### config.mk
export PLATFORM = sky130hd
export DESIGN_NAME = video_sync_decoder
export DESIGN_NICKNAME = d
export VERILOG_FILES = /design/src/rtl/video_sync_decoder.sv
export SDC_FILE = /design/constraint.sdc
export NUM_CORES = 1
export LEC_CHECK = 0
export BUFFER_PORTS_ARGS = -buffer_cell sky130_fd_sc_hd__clkbuf_2
export CAP_MARGIN = 10
export CORE_MARGIN = 1.5
export CORE_UTILIZATION = 44
export DETAILED_ROUTE_END_ITERATION = 10
export GPL_TIMING_DRIVEN = 0
export PLACE_DENSITY = 0.74
export SETUP_SLACK_MARGIN = 0.1
export SYNTH_ARGS = -nofsm -noshare
export SYNTH_HDL_FRONTEND = slang
export SYNTH_SLANG_ARGS = --single-unit
### constraint.sdc
create_clock -name setup_clk_i -period 8.96 [get_ports setup_clk_i]
set_input_delay 0.448 -clock setup_clk_i [delete_from_list [all_inputs] [get_ports setup_clk_i]]
set_output_delay 0.448 -clock setup_clk_i [all_outputs]
set_load 0.02 [all_outputs]
### src/rtl/video_sync_decoder.sv
// Receive-side sync decoder: recovers line/frame timing from h/v sync, locks onto a stable
// raster and emits (x,y)-addressed pixel samples inside the active window.
module video_sync_decoder #(
    parameter int unsigned SYNC_STAGES  = 2,
    parameter int unsigned CNT_W        = 12,
    parameter int unsigned LINE_W       = 10,
    parameter int unsigned H_ACTIVE_OFS = 16,
    parameter int unsigned H_ACTIVE     = 320,
    parameter int unsigned V_ACTIVE_OFS = 8,
    parameter int unsigned V_ACTIVE     = 200,
    parameter int unsigned H_TOL        = 2,
    parameter int unsigned LOCK_FRAMES  = 2,
    parameter logic        SYNC_POL     = 1'b1
) (
    input  logic              setup_clk_i,
    input  logic              reset_ni,
    input  logic              cclk_en_i,
    input  logic              h_sync_i,
    input  logic              v_sync_i,
    input  logic              video_i,
    output logic              pixel_o,
    output logic              pixel_valid_o,
    output logic [CNT_W-1:0]  x_o,
    output logic [LINE_W-1:0] y_o,
    output logic              frame_start_o,
    output logic              locked_o,
    output logic [CNT_W-1:0]  h_period_o,
    output logic [LINE_W-1:0] v_lines_o,
    output logic [1:0]        dbg_state_o
);

    // pixel_valid_o qualifies pixel_o/x_o/y_o for exactly one clock; there is no ready,
    // the sink must take every strobe.
    typedef enum logic [1:0] {S_SEARCH = 2'd0, S_MEASURE = 2'd1, S_LOCKED = 2'd2} state_e;

    localparam int unsigned        MATCH_W    = $clog2(LOCK_FRAMES + 1);
    localparam logic [CNT_W-1:0]   H_LO       = CNT_W'(H_ACTIVE_OFS);
    localparam logic [CNT_W-1:0]   H_HI       = CNT_W'(H_ACTIVE_OFS + H_ACTIVE);
    localparam logic [LINE_W-1:0]  V_LO       = LINE_W'(V_ACTIVE_OFS);
    localparam logic [LINE_W-1:0]  V_HI       = LINE_W'(V_ACTIVE_OFS + V_ACTIVE);
    localparam logic [CNT_W-1:0]   TOL        = CNT_W'(H_TOL);
    localparam logic [MATCH_W-1:0] MATCH_LAST = MATCH_W'(LOCK_FRAMES - 1);

    state_e                 state_q, state_d;
    logic [SYNC_STAGES-1:0] hs_sync_q, hs_sync_d, vs_sync_q, vs_sync_d, vid_sync_q, vid_sync_d;
    logic                   hs_prev_q, hs_prev_d, vs_prev_q, vs_prev_d;
    logic [CNT_W-1:0]       h_cnt_q, h_cnt_d, h_period_q, h_period_d, ref_period_q, ref_period_d;
    logic [LINE_W-1:0]      line_cnt_q, line_cnt_d, v_lines_q, v_lines_d, ref_lines_q, ref_lines_d;
    logic [MATCH_W-1:0]     match_q, match_d;
    logic                   pixel_q, pixel_d, pixel_valid_q, pixel_valid_d;
    logic [CNT_W-1:0]       x_q, x_d;
    logic [LINE_W-1:0]      y_q, y_d;
    logic                   frame_start_q, frame_start_d, locked_q, locked_d;

    logic                   hs_lvl, vs_lvl, h_edge, v_edge, h_sat, period_ok, in_window;
    logic [CNT_W-1:0]       new_period, period_diff;
    logic [LINE_W-1:0]      new_lines;

    always_comb begin
        hs_sync_d  = {hs_sync_q[SYNC_STAGES-2:0], h_sync_i};
        vs_sync_d  = {vs_sync_q[SYNC_STAGES-2:0], v_sync_i};
        vid_sync_d = {vid_sync_q[SYNC_STAGES-2:0], video_i};
        hs_lvl     = ~(hs_sync_q[SYNC_STAGES-1] ^ SYNC_POL);
        vs_lvl     = ~(vs_sync_q[SYNC_STAGES-1] ^ SYNC_POL);
        h_edge     = cclk_en_i & hs_lvl & ~hs_prev_q;
        v_edge     = cclk_en_i & vs_lvl & ~vs_prev_q;
        h_sat      = (h_cnt_q == '1);
        // A same-tick hsync counts its line before vsync closes the frame.
        new_period = h_edge ? h_cnt_q + CNT_W'(1) : h_period_q;
        new_lines  = (h_edge && line_cnt_q != '1) ? line_cnt_q + LINE_W'(1) : line_cnt_q;
        period_diff = (new_period >= ref_period_q) ? new_period - ref_period_q
                                                   : ref_period_q - new_period;
        period_ok  = (period_diff <= TOL);
        in_window  = (h_cnt_q >= H_LO) && (h_cnt_q < H_HI) &&
                     (line_cnt_q >= V_LO) && (line_cnt_q < V_HI);
    end

    always_comb begin
        hs_prev_d     = hs_prev_q;
        vs_prev_d     = vs_prev_q;
        h_cnt_d       = h_cnt_q;
        h_period_d    = h_period_q;
        line_cnt_d    = line_cnt_q;
        v_lines_d     = v_lines_q;
        x_d           = x_q;
        y_d           = y_q;
        pixel_d       = pixel_q;
        frame_start_d = v_edge;
        pixel_valid_d = cclk_en_i && (state_q == S_LOCKED) && in_window;
        if (cclk_en_i) begin
            hs_prev_d = hs_lvl;
            vs_prev_d = vs_lvl;
            if (h_edge) begin
                h_period_d = new_period;
                h_cnt_d    = '0;
            end else if (!h_sat) begin
                h_cnt_d = h_cnt_q + CNT_W'(1);
            end
            line_cnt_d = v_edge ? '0 : new_lines;
            if (v_edge) v_lines_d = new_lines;
        end
        if (pixel_valid_d) begin
            x_d     = h_cnt_q - H_LO;
            y_d     = line_cnt_q - V_LO;
            pixel_d = vid_sync_q[SYNC_STAGES-1];
        end
    end

    always_comb begin
        state_d      = state_q;
        ref_period_d = ref_period_q;
        ref_lines_d  = ref_lines_q;
        match_d      = match_q;
        // A missing hsync overrides everything: the raster is gone.
        if (h_sat) begin
            state_d = S_SEARCH;
        end else begin
            case (state_q)
                S_SEARCH: begin
                    if (v_edge) begin
                        state_d      = S_MEASURE;
                        ref_period_d = new_period;
                        ref_lines_d  = new_lines;
                        match_d      = '0;
                    end
                end
                S_MEASURE: begin
                    if (v_edge) begin
                        if (new_lines == ref_lines_q && period_ok) begin
                            match_d = match_q + MATCH_W'(1);
                            if (match_d == MATCH_LAST) state_d = S_LOCKED;
                        end else begin
                            ref_period_d = new_period;
                            ref_lines_d  = new_lines;
                            match_d      = '0;
                        end
                    end
                end
                S_LOCKED: begin
                    if ((h_edge && !period_ok) || (v_edge && new_lines != ref_lines_q))
                        state_d = S_SEARCH;
                end
                default: state_d = S_SEARCH;
            endcase
        end
        locked_d = (state_d == S_LOCKED);
    end

    always_ff @(posedge setup_clk_i or negedge reset_ni) begin
        if (!reset_ni) begin
            state_q       <= S_SEARCH;
            hs_sync_q     <= '0;
            vs_sync_q     <= '0;
            vid_sync_q    <= '0;
            hs_prev_q     <= 1'b0;
            vs_prev_q     <= 1'b0;
            h_cnt_q       <= '0;
            h_period_q    <= '0;
            ref_period_q  <= '0;
            line_cnt_q    <= '0;
            v_lines_q     <= '0;
            ref_lines_q   <= '0;
            match_q       <= '0;
            pixel_q       <= 1'b0;
            pixel_valid_q <= 1'b0;
            x_q           <= '0;
            y_q           <= '0;
            frame_start_q <= 1'b0;
            locked_q      <= 1'b0;
        end else begin
            state_q       <= state_d;
            hs_sync_q     <= hs_sync_d;
            vs_sync_q     <= vs_sync_d;
            vid_sync_q    <= vid_sync_d;
            hs_prev_q     <= hs_prev_d;
            vs_prev_q     <= vs_prev_d;
            h_cnt_q       <= h_cnt_d;
            h_period_q    <= h_period_d;
            ref_period_q  <= ref_period_d;
            line_cnt_q    <= line_cnt_d;
            v_lines_q     <= v_lines_d;
            ref_lines_q   <= ref_lines_d;
            match_q       <= match_d;
            pixel_q       <= pixel_d;
            pixel_valid_q <= pixel_valid_d;
            x_q           <= x_d;
            y_q           <= y_d;
            frame_start_q <= frame_start_d;
            locked_q      <= locked_d;
        end
    end

    assign pixel_o       = pixel_q;
    assign pixel_valid_o = pixel_valid_q;
    assign x_o           = x_q;
    assign y_o           = y_q;
    assign frame_start_o = frame_start_q;
    assign locked_o      = locked_q;
    assign h_period_o    = h_period_q;
    assign v_lines_o     = v_lines_q;
    assign dbg_state_o   = state_q;

endmodule

Word level (Yosys, flattened, before mapping)
Cells that the tools add are included.

Add/sub/neg operators: 7. Multiply operators: 0. Divide/modulo/power cells: 0. Magnitude comparators: 6. Eq/ne operators: 12. Shift operators: 0. Multiplexer cells: 25. Bitwise logic cells: 7. Reduce and logical (&&, ||, !) cells: 18.

Operators with widths (count): $mux 12 (7); $mux 10 (5); $pmux 12 s2 (1); $sub 12x12->12 (2); $pmux 10 s2 (1); $mux 2 (9); $add 12x1->12 const B (1); $eq 12x12->1 const B (1); $ge 12x12->1 (1); $ge 12x5->1 const B (1); $le 12x2->1 const B (1); $lt 12x9->1 const B (1); $sub 12x5->12 const B (1); $add 10x1->10 const B (1); $eq 10x10->1 (1); $ge 10x4->1 const B (1); $lt 10x8->1 const B (1); $ne 10x10->1 (1); $ne 10x10->1 const B (1); $sub 10x4->10 const B (1); $logic_and 1x1->1 (9); $ne 2x2->1 const B (4); $pmux 2 s3 (1); $reduce_and 2->1 (3); 12 further kinds (19).

Flip-flop bits (word level): 104. Bits in latches: 0. Memory bits (writable): 0. Bits in read-only memories: 0. Input port bits: 6. Output and inout bits: 50. Word-level logic and storage cells: 94. Memories: 0.

Logic depth before layout (Yosys ltp)
Gate-level depths: netlist (run 1).

Depth in word-level cells: 13. Mapped depth: 20. Depth with buffers taken out: 17.

Worst setup path before layout (run 1)
OpenSTA, ideal clock, no wires.

Path kind: reg2reg. From: register h_cnt_q[2]. To: register ref_period_q[11]. Setup time: 0.128 ns. Arrival: 4.022 ns. Required time: 8.832 ns. Path slack: 4.810 ns. Stages on the path, launching flop included: 19. Path buffers: 1. Clock period less this slack: 4.150 ns. Cell sequence: dfrtp_1 -> clkbuf_1 -> and3_1 -> nand3_1 -> nor2_1 -> and3_1 -> nand3_1 -> xor2_1 -> o21ai_0 -> ha_1 -> a21oi_1 -> o21ai_1 -> a211oi_2 -> nand4_1 -> nor4_2 -> a22oi_1 -> nor4_4 -> a31oi_4 -> mux2_1.

Longest elaborated chain between the ends: 8. Elaborated cells between the ends (all ways): 16. Those cells by class: add/sub (3); order compare (2); eq/ne (2); mux (6); bitwise (1); reduce/logical (2).

RTL lines: start, declared (line 47) `logic [CNT_W-1:0] h_cnt_q, h_cnt_d, h_period_q, h_period_d, ref_period_q, ref_period_d;`; start signal, assigned (line 177) `h_cnt_q <= h_cnt_d;`; $add 12x1->12 * (line 69) `new_period = h_edge ? h_cnt_q + CNT_W'(1) : h_period_q;`; $mux 12 * (line 69); via new_period[11] (line 56) `logic [CNT_W-1:0] new_period, period_diff;`; $sub 12x12->12 (tied with other cells) (line 72) `: ref_period_q - new_period;`; $mux 12 (line 71) `period_diff = (new_period >= ref_period_q) ? new_period - ref_period_q`; $le 12x2->1 (line 73) `period_ok = (period_diff <= TOL);`; $logic_and 1x1->1 (line 129) `if (new_lines == ref_lines_q && period_ok) begin`; $ne 2x2->1 (no source line); $reduce_and 5->1 (no source line); end signal, assigned (line 179) `ref_period_q <= ref_period_d;`; end, declared (line 47).

Mark *: on every way through the listed nets, which the timed path passes. The rest lies on a longest branch. The select of a mux whose other input is x is not followed. A chain may end at the register's enable or synchronous reset.

Worst setup path in the final report (run 1)
From: register h_cnt_q[2]. To: register ref_lines_q[1].

Longest elaborated chain between the ends: 8. Elaborated cells between the ends (all ways): 12. Those cells by class: add/sub (3); order compare (2); eq/ne (2); mux (2); bitwise (1); reduce/logical (2).

RTL lines: $add 12x1->12 * (line 69); $mux 12 * (line 69); via new_period[11] (line 56); $sub 12x12->12 (tied with other cells) (line 72); $mux 12 * (line 71); $le 12x2->1 * (line 73); $logic_and 1x1->1 * (line 129); $ne 2x2->1 (no source line) *; $reduce_and 5->1 (no source line) *; end signal, assigned (line 182) `ref_lines_q <= ref_lines_d;`; end, declared (line 48) `logic [LINE_W-1:0] line_cnt_q, line_cnt_d, v_lines_q, v_lines_d, ref_lines_q, ref_lines_d;`.

Mark *: on every way through the listed nets, which the timed path passes. The rest lies on a longest branch.

==> results of run 1 <==
==> Yosys cell counts, drive strengths merged (4+ instances only) <==
cell type	count
clkbuf	17
mux2	13
nand3	19
nor2	49
nand2b	7
nand2	57
dfrtp	104
o21ai	63
buf	21
o31ai	5
a21o	7
xnor2	25
o21a	7
or4	4
o211ai	10
nor4	7
mux2i	31
or3	9
a211oi	4
ha	34
xor2	15
and3	10
nor3	13
a21oi	44
inv	56
nand4	14
==> per-stage QoR <==
step / std cells / power (mW)
global placement: 927 / 1.43
finish: 944 / 1.81
CTS: 943 / 1.81
floorplan: 693 / 1.24
global route: 944 / 1.94
detailed placement: 927 / 1.44
==> critical path, delay by kind of cell (launching register included) <==
kind                     cells  cell delay (ns)
adder cells (fa/ha/maj)      1             0.34
multiplexers                 1             0.13
flip-flops                   1             0.32
AO/OA/AOI/OAI                6             1.51
buffers and inverters        2             0.50
XOR/XNOR                     1             0.19
AND/OR/NAND/NOR              8             1.95
==> flip-flops by register name, indices dropped and copies added (netlist names), 10 cells and up <==
signal        flops
h_period_o       12
ref_lines_q      10
v_lines_o        10
y_o              10
h_cnt_q          12
x_o              12
line_cnt_q       10
ref_period_q     12
==> area by class of cell <==
cell class	count	area (µm²)	share of cell area, %
Multi-Input combinational cell	494	3380	47.1
Inverter	57	214	2.98
Sequential cell	104	2600	36.3
Timing Repair Buffer	55	284	3.96
Tap cell	180	225	3.14
Buffer	38	194	2.70
Clock buffer	12	246	3.44
Clock inverter	4	28.8	0.401
==> routing by layer <==
layer	share of wire [%]	track usage, %
met1	49	30.3
met5	0	0
met3	3.9	2.26
met4	2.0	7.18
met2	45	32.4
==> cell families (layout without fill, tap and decap cells) <==
group	after synthesis	after routing	synth area share [%]
muxes	44	44	7.15
and+or+nand+nor	208	208	16.5
AOI/OAI and AO/OA	165	165	16.2
buffers and inverters	95	166	6.38
DFF	104	104	40.7
adders and majority gates	36	36	7.28
xor gates and xnor gates	41	41	5.84
==> worst max path at each step <==
stage,start,endpoint,slack (ns)
finish,h_cnt_q[2]$_DFFE_PN0P_,ref_lines_q[1]$_DFFE_PN0P_,3.85
global route,h_cnt_q[2]$_DFFE_PN0P_,ref_lines_q[1]$_DFFE_PN0P_,3.40
CTS,h_cnt_q[2]$_DFFE_PN0P_,ref_lines_q[1]$_DFFE_PN0P_,3.88
detailed placement,cclk_en_i,ref_lines_q[1]$_DFFE_PN0P_,3.84
global placement,h_cnt_q[2]$_DFFE_PN0P_,ref_lines_q[3]$_DFFE_PN0P_,3.86
floorplan,h_cnt_q[2]$_DFFE_PN0P_,ref_period_q[11]$_DFFE_PN0P_,4.81
==> power by group <==
group          internal (mW)  switching (mW)  leakage [nW]
registers              0.534          0.0519          1.37
clock network          0.197           0.172         0.129
logic                  0.348           0.506          1.79
total                   1.08           0.730          3.30
==> results.md, run 1 <==
Setup path:
- The critical path goes through clkbuf_1, and3_1, nand3_1, nor2_1, and3_1, nand3_1, xor2_1, o21ai_0, ha_1, a21oi_1, o21ai_1, a211oi_2, nand4_1, nor4_2, a22oi_1, nor4_4, a31oi_4, buf_6, mux2i_1.
- The largest single stage delay on the critical path is 0.57 ns.
- The setup slack of the worst register-to-register path is 3.85 ns.
- The slowest stage of the critical path is the a211oi_2 cell.
- The class of the most critical setup path is flip-flop to flip-flop.
- The startpoint of the lowest-slack register-to-register path is h_cnt_q[2]$_DFFE_PN0P_.
- In this run the critical register-to-register path is captured at ref_lines_q[1]$_DFFE_PN0P_.
- The required arrival time at the worst endpoint is approximately 9.2 ns.
- The cell depth of the worst flop-to-flop path is 19.
- The worst setup path is captured at a flip-flop.
- For the worst setup path, the data arrival time is 5.31 ns.
- Of all nets on the critical path, the largest fanout is 10.
- The kind of start point of the critical path is a flip-flop.

Yosys:
- Counting every instance in the synthesized netlist gives 693.
- The synthesized design contains 0 enable-type register cells.
- The net count after synthesis is 735.
- The most used flip-flop cell after synthesis is dfrtp_1.
- The synthesized area is approximately 6400 µm².
- The biggest area contributor in the post-synthesis netlist is dfrtp_1.
- The number of distinct library cells after synthesis is 71.
- For this run, the register share of the synthesized area comes to about 40%.
- Each instance of the synthesized netlist takes up on average 9.22 µm².
- The synthesized design contains roughly 100 register bits.
- Yosys printed 0 warnings.
- In the synthesized netlist the async set-or-reset flop fraction comes to 100%.
- By area the synthesized netlist is led by dfrtp_1 41%, ha_1 6.7%, mux2i_1 4.9%.
- The portion of synthesized cell area occupied by the leading cell type is 40.7%.

Global routing:
- The first global-routing pass estimated about 25000 µm of wire.
- The via count of the first global-routing pass was 4964.
- The global-route usage over all layers is 20.8%.
- The initial antenna violation count is 0.
- The largest net degree at the start of global routing is 105.
- After global routing the overflow that remains totals 0.

Job:
- The number of maximum-capacitance violations is 0.

Timing:
- The final number of setup-violating endpoints is 0.
- At the pin with the least slew margin, the transition time is 0.878 ns.
- Based on the critical path, the design can be clocked at up to 196 MHz.
- Across all hold checks on the routed design, the worst slack comes to 0.155 ns.
- The hold violation count in the final report is 0.
- After layout, the worst path uses 57.0% of the clock period.
- The setup slack after layout is 3.85 ns.
- The worst path in the final design needs a cycle of just over 5 ns, including I/O delays and setup.
- Setup repair after global routing left no endpoint under its margin.
- In this run the tightest slew margin relative to its limit is between 40% and 50%.
- The final-report max-slew violation count came to 0.
- The worst-case clock skew is 0.00910 ns.
- The total negative slack is 0 ns.

Detailed routing:
- The post-route DRC violation count is 0.
- The routed layout has about 5300 vias.
- The total wire length after detailed routing is between 10000 and 15000 µm.
- The first TritonRoute pass finished after 5 iterations.
- The average routed wire per standard cell is 15.8 µm.
- The post-detailed-route count of antenna-violating nets is 0.
- The number of vias per cell after detailed routing is between 5 and 6.
- The detailed router finished its first iteration with 401 violations.

Cells and area:
- The repair_antennas step left the layout with diodes totalling 0.
- The total of fill cells in the finished design is 1289.
- The library cells used most frequently in the layout, excluding fill and tap cells, are 104 x dfrtp_1, 60 x o21ai_0, 57 x nand2_1.
- The layout net count is 801.
- Cells with a size suffix above 1 make up between 10 and 15% of the layout.
- Leaving out fill and tap cells, the most frequent cell in the layout is dfrtp_1.
- Summing all non-filler instances in the final layout gives an area of approximately 7200 µm².
- The utilization of the core after routing is between 50% and 60%.
- The synthesis-to-layout area growth is 12.3%.

Clock network:
- TritonCTS built the clock tree.
- The number of hold-repair buffers added at the cts stage is 0.
- The CTS H-tree depth is 3.
- The later pin in the worst-skew pair is clocked with a latency of 0.35 ns.
- The root buffer cell is clkbuf_16.
- The post-CTS resize count is 0.
- The buffer levels on the longest clock path is 2.
- Clock tree synthesis inserted a total of 9 buffers.
- The number of sinks driven by the clock tree is 104.
- Once the clock tree was built, the setup fixing pass inserted 0 buffers.
- Clock-pin slew was measured on the worst setup and hold paths at 0.07 ns.

Die:
- The width of the die is 124 µm.
- 56 I/O pins were placed.
- The floorplan step set the die height to 124 µm.
- The placeable core region is 14000 µm².
- The die outline area is 15300 µm².
- After floorplanning, the core was divided into 43 placement rows.
- For this configuration, the core starts out at a cell density of 45.5%.

Pwr:
- The analysis attributes to cell leakage a power of 3.30 nW.
- The total power divided by cell area is 252 nW/µm².
- The peak ir drop on the vdd network is 118 µV.

Placement:
- The final weighted congestion of routability-driven global placement is 0.932.
- At the placement stage, the worst setup path has a slack of approximately 3.8 ns.
- Once placement finished, the instance area stood at 6890 µm².
- In this run the tool buffered the top-level ports with 54 buffer cells.
- After legalization and detailed placement, the total HPWL measured between 10000 and 15000 µm.

Worst hold path:
- In this run the worst hold path is classified as input port to async pin.

Run status:
- The flow ran to the end, and the final reports show no timing, DRC or antenna violations.
(Power assumes the default switching activity.)
==> run 2: changes to the inputs <==
- clock period: 8.96 -> 5.28 ns (I/O delays scaled with it)
==> results.md, run 2 (synthesis gave the netlist of run 1 again) <==
Die:
- 56 I/O pins were placed.
- The placeable core region is ~14000 µm².
- The die height is between 100 and 150 µm.
- The width of the die is 124 µm.
- The initial cell density of the core is 45.5%.
- The row count is 43.
- The floorplan step defined a die boundary enclosing 15300 µm².

Pwr:
- The total power divided by cell area is between 400 and 500 nW/µm².
- The sum of internal, switching and leakage power is 3.10 mW.
- The static power due to leakage is 3.31 nW.
- Across the VDD grid, the largest voltage drop is 200 µV.

Cells and area:
- Leaving out fill and tap cells, the most frequent cells in the layout are 104 x dfrtp_1, 58 x o21ai_0, 57 x nand2_1.
- The utilization of the core after routing is 51.3%.
- The total of fill cells in the finished design is 1283.
- The final layout contains 802 nets.
- The most common library cell in the layout ignoring fill and taps is dfrtp_1.
- The synthesis-to-layout area growth is 12.8%.
- The number of diodes added for antenna fixing is 0.
- With fillers left out, the area of the finished cells amounts to 7210 µm².
- Of the cells placed in the final design, the portion with a size suffix greater than 1 is 15.4%.

Placement:
- The final weighted congestion of routability-driven global placement is approximately 0.93.
- Summing all placed instances gives a cell area of 6890 µm².
- The half-perimeter wire length of the detailed placement result is 11100 µm.
- Buffers placed on the I/O ports in this run total 54.

Clock network:
- Buffers inserted during clock tree synthesis total 9.
- The clock passes through at most 2 buffers.
- The root buffer cell chosen for the clock tree is clkbuf_16.
- The clock latency of the later-clocked register in the worst-skew pair is about 0.35 ns.
- TritonCTS built the clock tree.
- CTS built an H-tree with a depth of 3.
- For this design, the sink count on the clock tree is 104.
- Clock-pin slew was measured on the worst setup and hold paths at 0.07 ns.

Setup path:
- The kind of start point of the critical path is a flip-flop.
- For this design, the slowest cell found on the critical path is dfrtp_1.
- The worst path arrival time is 5.01 ns.
- The critical-path maximum fanout is 10.
- Traced cell by cell, the critical path runs through ha_1, nand4_1, nor2_1, and3_1, xnor2_1, o21ai_0, ha_1, buf_2, nand4_1, inv_1, a211oi_4, mux2i_1, xor2_1, nand3_1, nor4_4, a31oi_4, buf_6, mux2i_1.
- The critical path capture point type is a flip-flop.
- The largest stage delay on the critical path is 0.50 ns.
- By startpoint and endpoint, the worst setup path is classified as flip-flop to flip-flop.
- Data on the critical path is required at its endpoint by ~5.5 ns.

Timing:
- For the final database, setup skew stands at 0.0107 ns.
- The hold violation count in the final report is 17.
- The tightest hold path in the finished design has a slack of -0.0335 ns.
- Setup repair after global routing left no endpoint under its margin.
- The final critical-path required period is 4.81 ns.
- Setup violations remaining at the end of the flow were counted as 0.
- The final-report max-slew violation count is 0.
- Derived from the worst setup path, the maximum achievable clock frequency is 208 MHz.
- The transition time at the pin with the least slew margin is 0.868 ns.
- The worst path uses 91.1% of the clock period.
- Measured against its own limit, the worst slew margin works out to 42.1%.
- The total negative slack is 0 ns.

Detailed routing:
- Once detail routing completed, the nets flagged for antenna violations numbered 0.
- The average routed wire per standard cell is 15.8 µm.
- The final layout contains routed wiring with a total length of ~15000 µm.
- For this run, the detailed router's first-pass iteration total came to 5.
- The number of vias per cell after detailed routing is 5.57.
- The final route contains 5259 vias.
- The post-route DRC violation count is 0.
- For this block, the initial DRC count from the detailed router was 346.

Run status:
- The checks that failed: hold timing.
- The run finished, with violations left.

Job:
- The tool flagged a number of max-cap violations equal to 0.

Global routing:
- Entering global routing, the biggest net connects 105 pins.
- The global-route usage over all layers is 20.8%.
- The initial antenna violation count was 0.
- The via count of the first global-routing pass was 4964.
- After global routing the overflow that remains totals 0.
- The global-route wire length before repair is 25000 µm.

Worst hold path:
- The worst hold path belongs to the class input port to async pin.
==> run 2: worst paths after layout <==
check	startpoint	end	slack, ns	cells after the start
hold / removal	reset_ni	v_lines_o[7]$_DFFE_PN0P_	-0.03	1
min in group setup_clk_i	video_i	vid_sync_q[0]$_DFF_PN0_	0.02	1
hold reg to reg	vid_sync_q[0]$_DFF_PN0_	vid_sync_q[1]$_DFF_PN0_	0.35	0
max in group asynchronous	reset_ni	h_period_o[8]$_DFFE_PN0P_	4.66	1
setup / recovery	h_cnt_q[0]$_DFFE_PN0P_	ref_lines_q[5]$_DFFE_PN0P_	0.47	18
setup reg to reg	h_cnt_q[0]$_DFFE_PN0P_	ref_lines_q[5]$_DFFE_PN0P_	0.47	18
==> run 2: worst max-delay path, delay by kind of cell, from the launching register on <==
family,cells,cell delay [ns]
buf+inv,3,0.48
fa+ha+maj,2,0.60
xor+xnor,2,0.28
compound gates,3,0.89
mux,2,0.40
flops,1,0.50
simple gates,6,1.51
==> run 2: timing repair <==
action                     CTS  global route
gates resized for setup      0             9
hold endpoints to repair     0             0
setup buffers                0             1
hold buffers                 0             0
setup endpoints to repair    0            26
==> run 2: through the flow <==
stage | cells | worst slack, ns
2_1_floorplan | 693 | 1.13
3_3_place_gp | 927 | 0.178
3_5_place_dp | 927 | 0.212
4_1_cts | 943 | 0.202
5_1_grt | 945 | 0.120
6_report | 945 | 0.470
==> run 2: per-layer routing <==
metal  routed length, µm  vias up  global-route usage [%]
li1                    -     2556                       -
met4                 276        0                    7.18
met2                6770      125                    32.4
met5                   0        -                       0
met1                7310     2554                    30.3
met3                 569       24                    2.26
==> run 2: layout make-up <==
class | instances | area [µm²] | area share [%]
Multi-Input combinational cell | 494 | 3400 | 47.2
Sequential cell | 104 | 2600 | 36.1
Timing Repair Buffer | 56 | 292 | 4.05
Clock buffer | 12 | 246 | 3.42
Tap cell | 180 | 225 | 3.13
Inverter | 57 | 214 | 2.97
Buffer | 38 | 196 | 2.73
Clock inverter | 4 | 28.8 | 0.399
==> run 2: power by group <==
group | internal (mW) | switching, mW | leakage [nW]
logic | 0.603 | 0.872 | 1.81
registers | 0.907 | 0.0895 | 1.37
clock network | 0.334 | 0.291 | 0.129
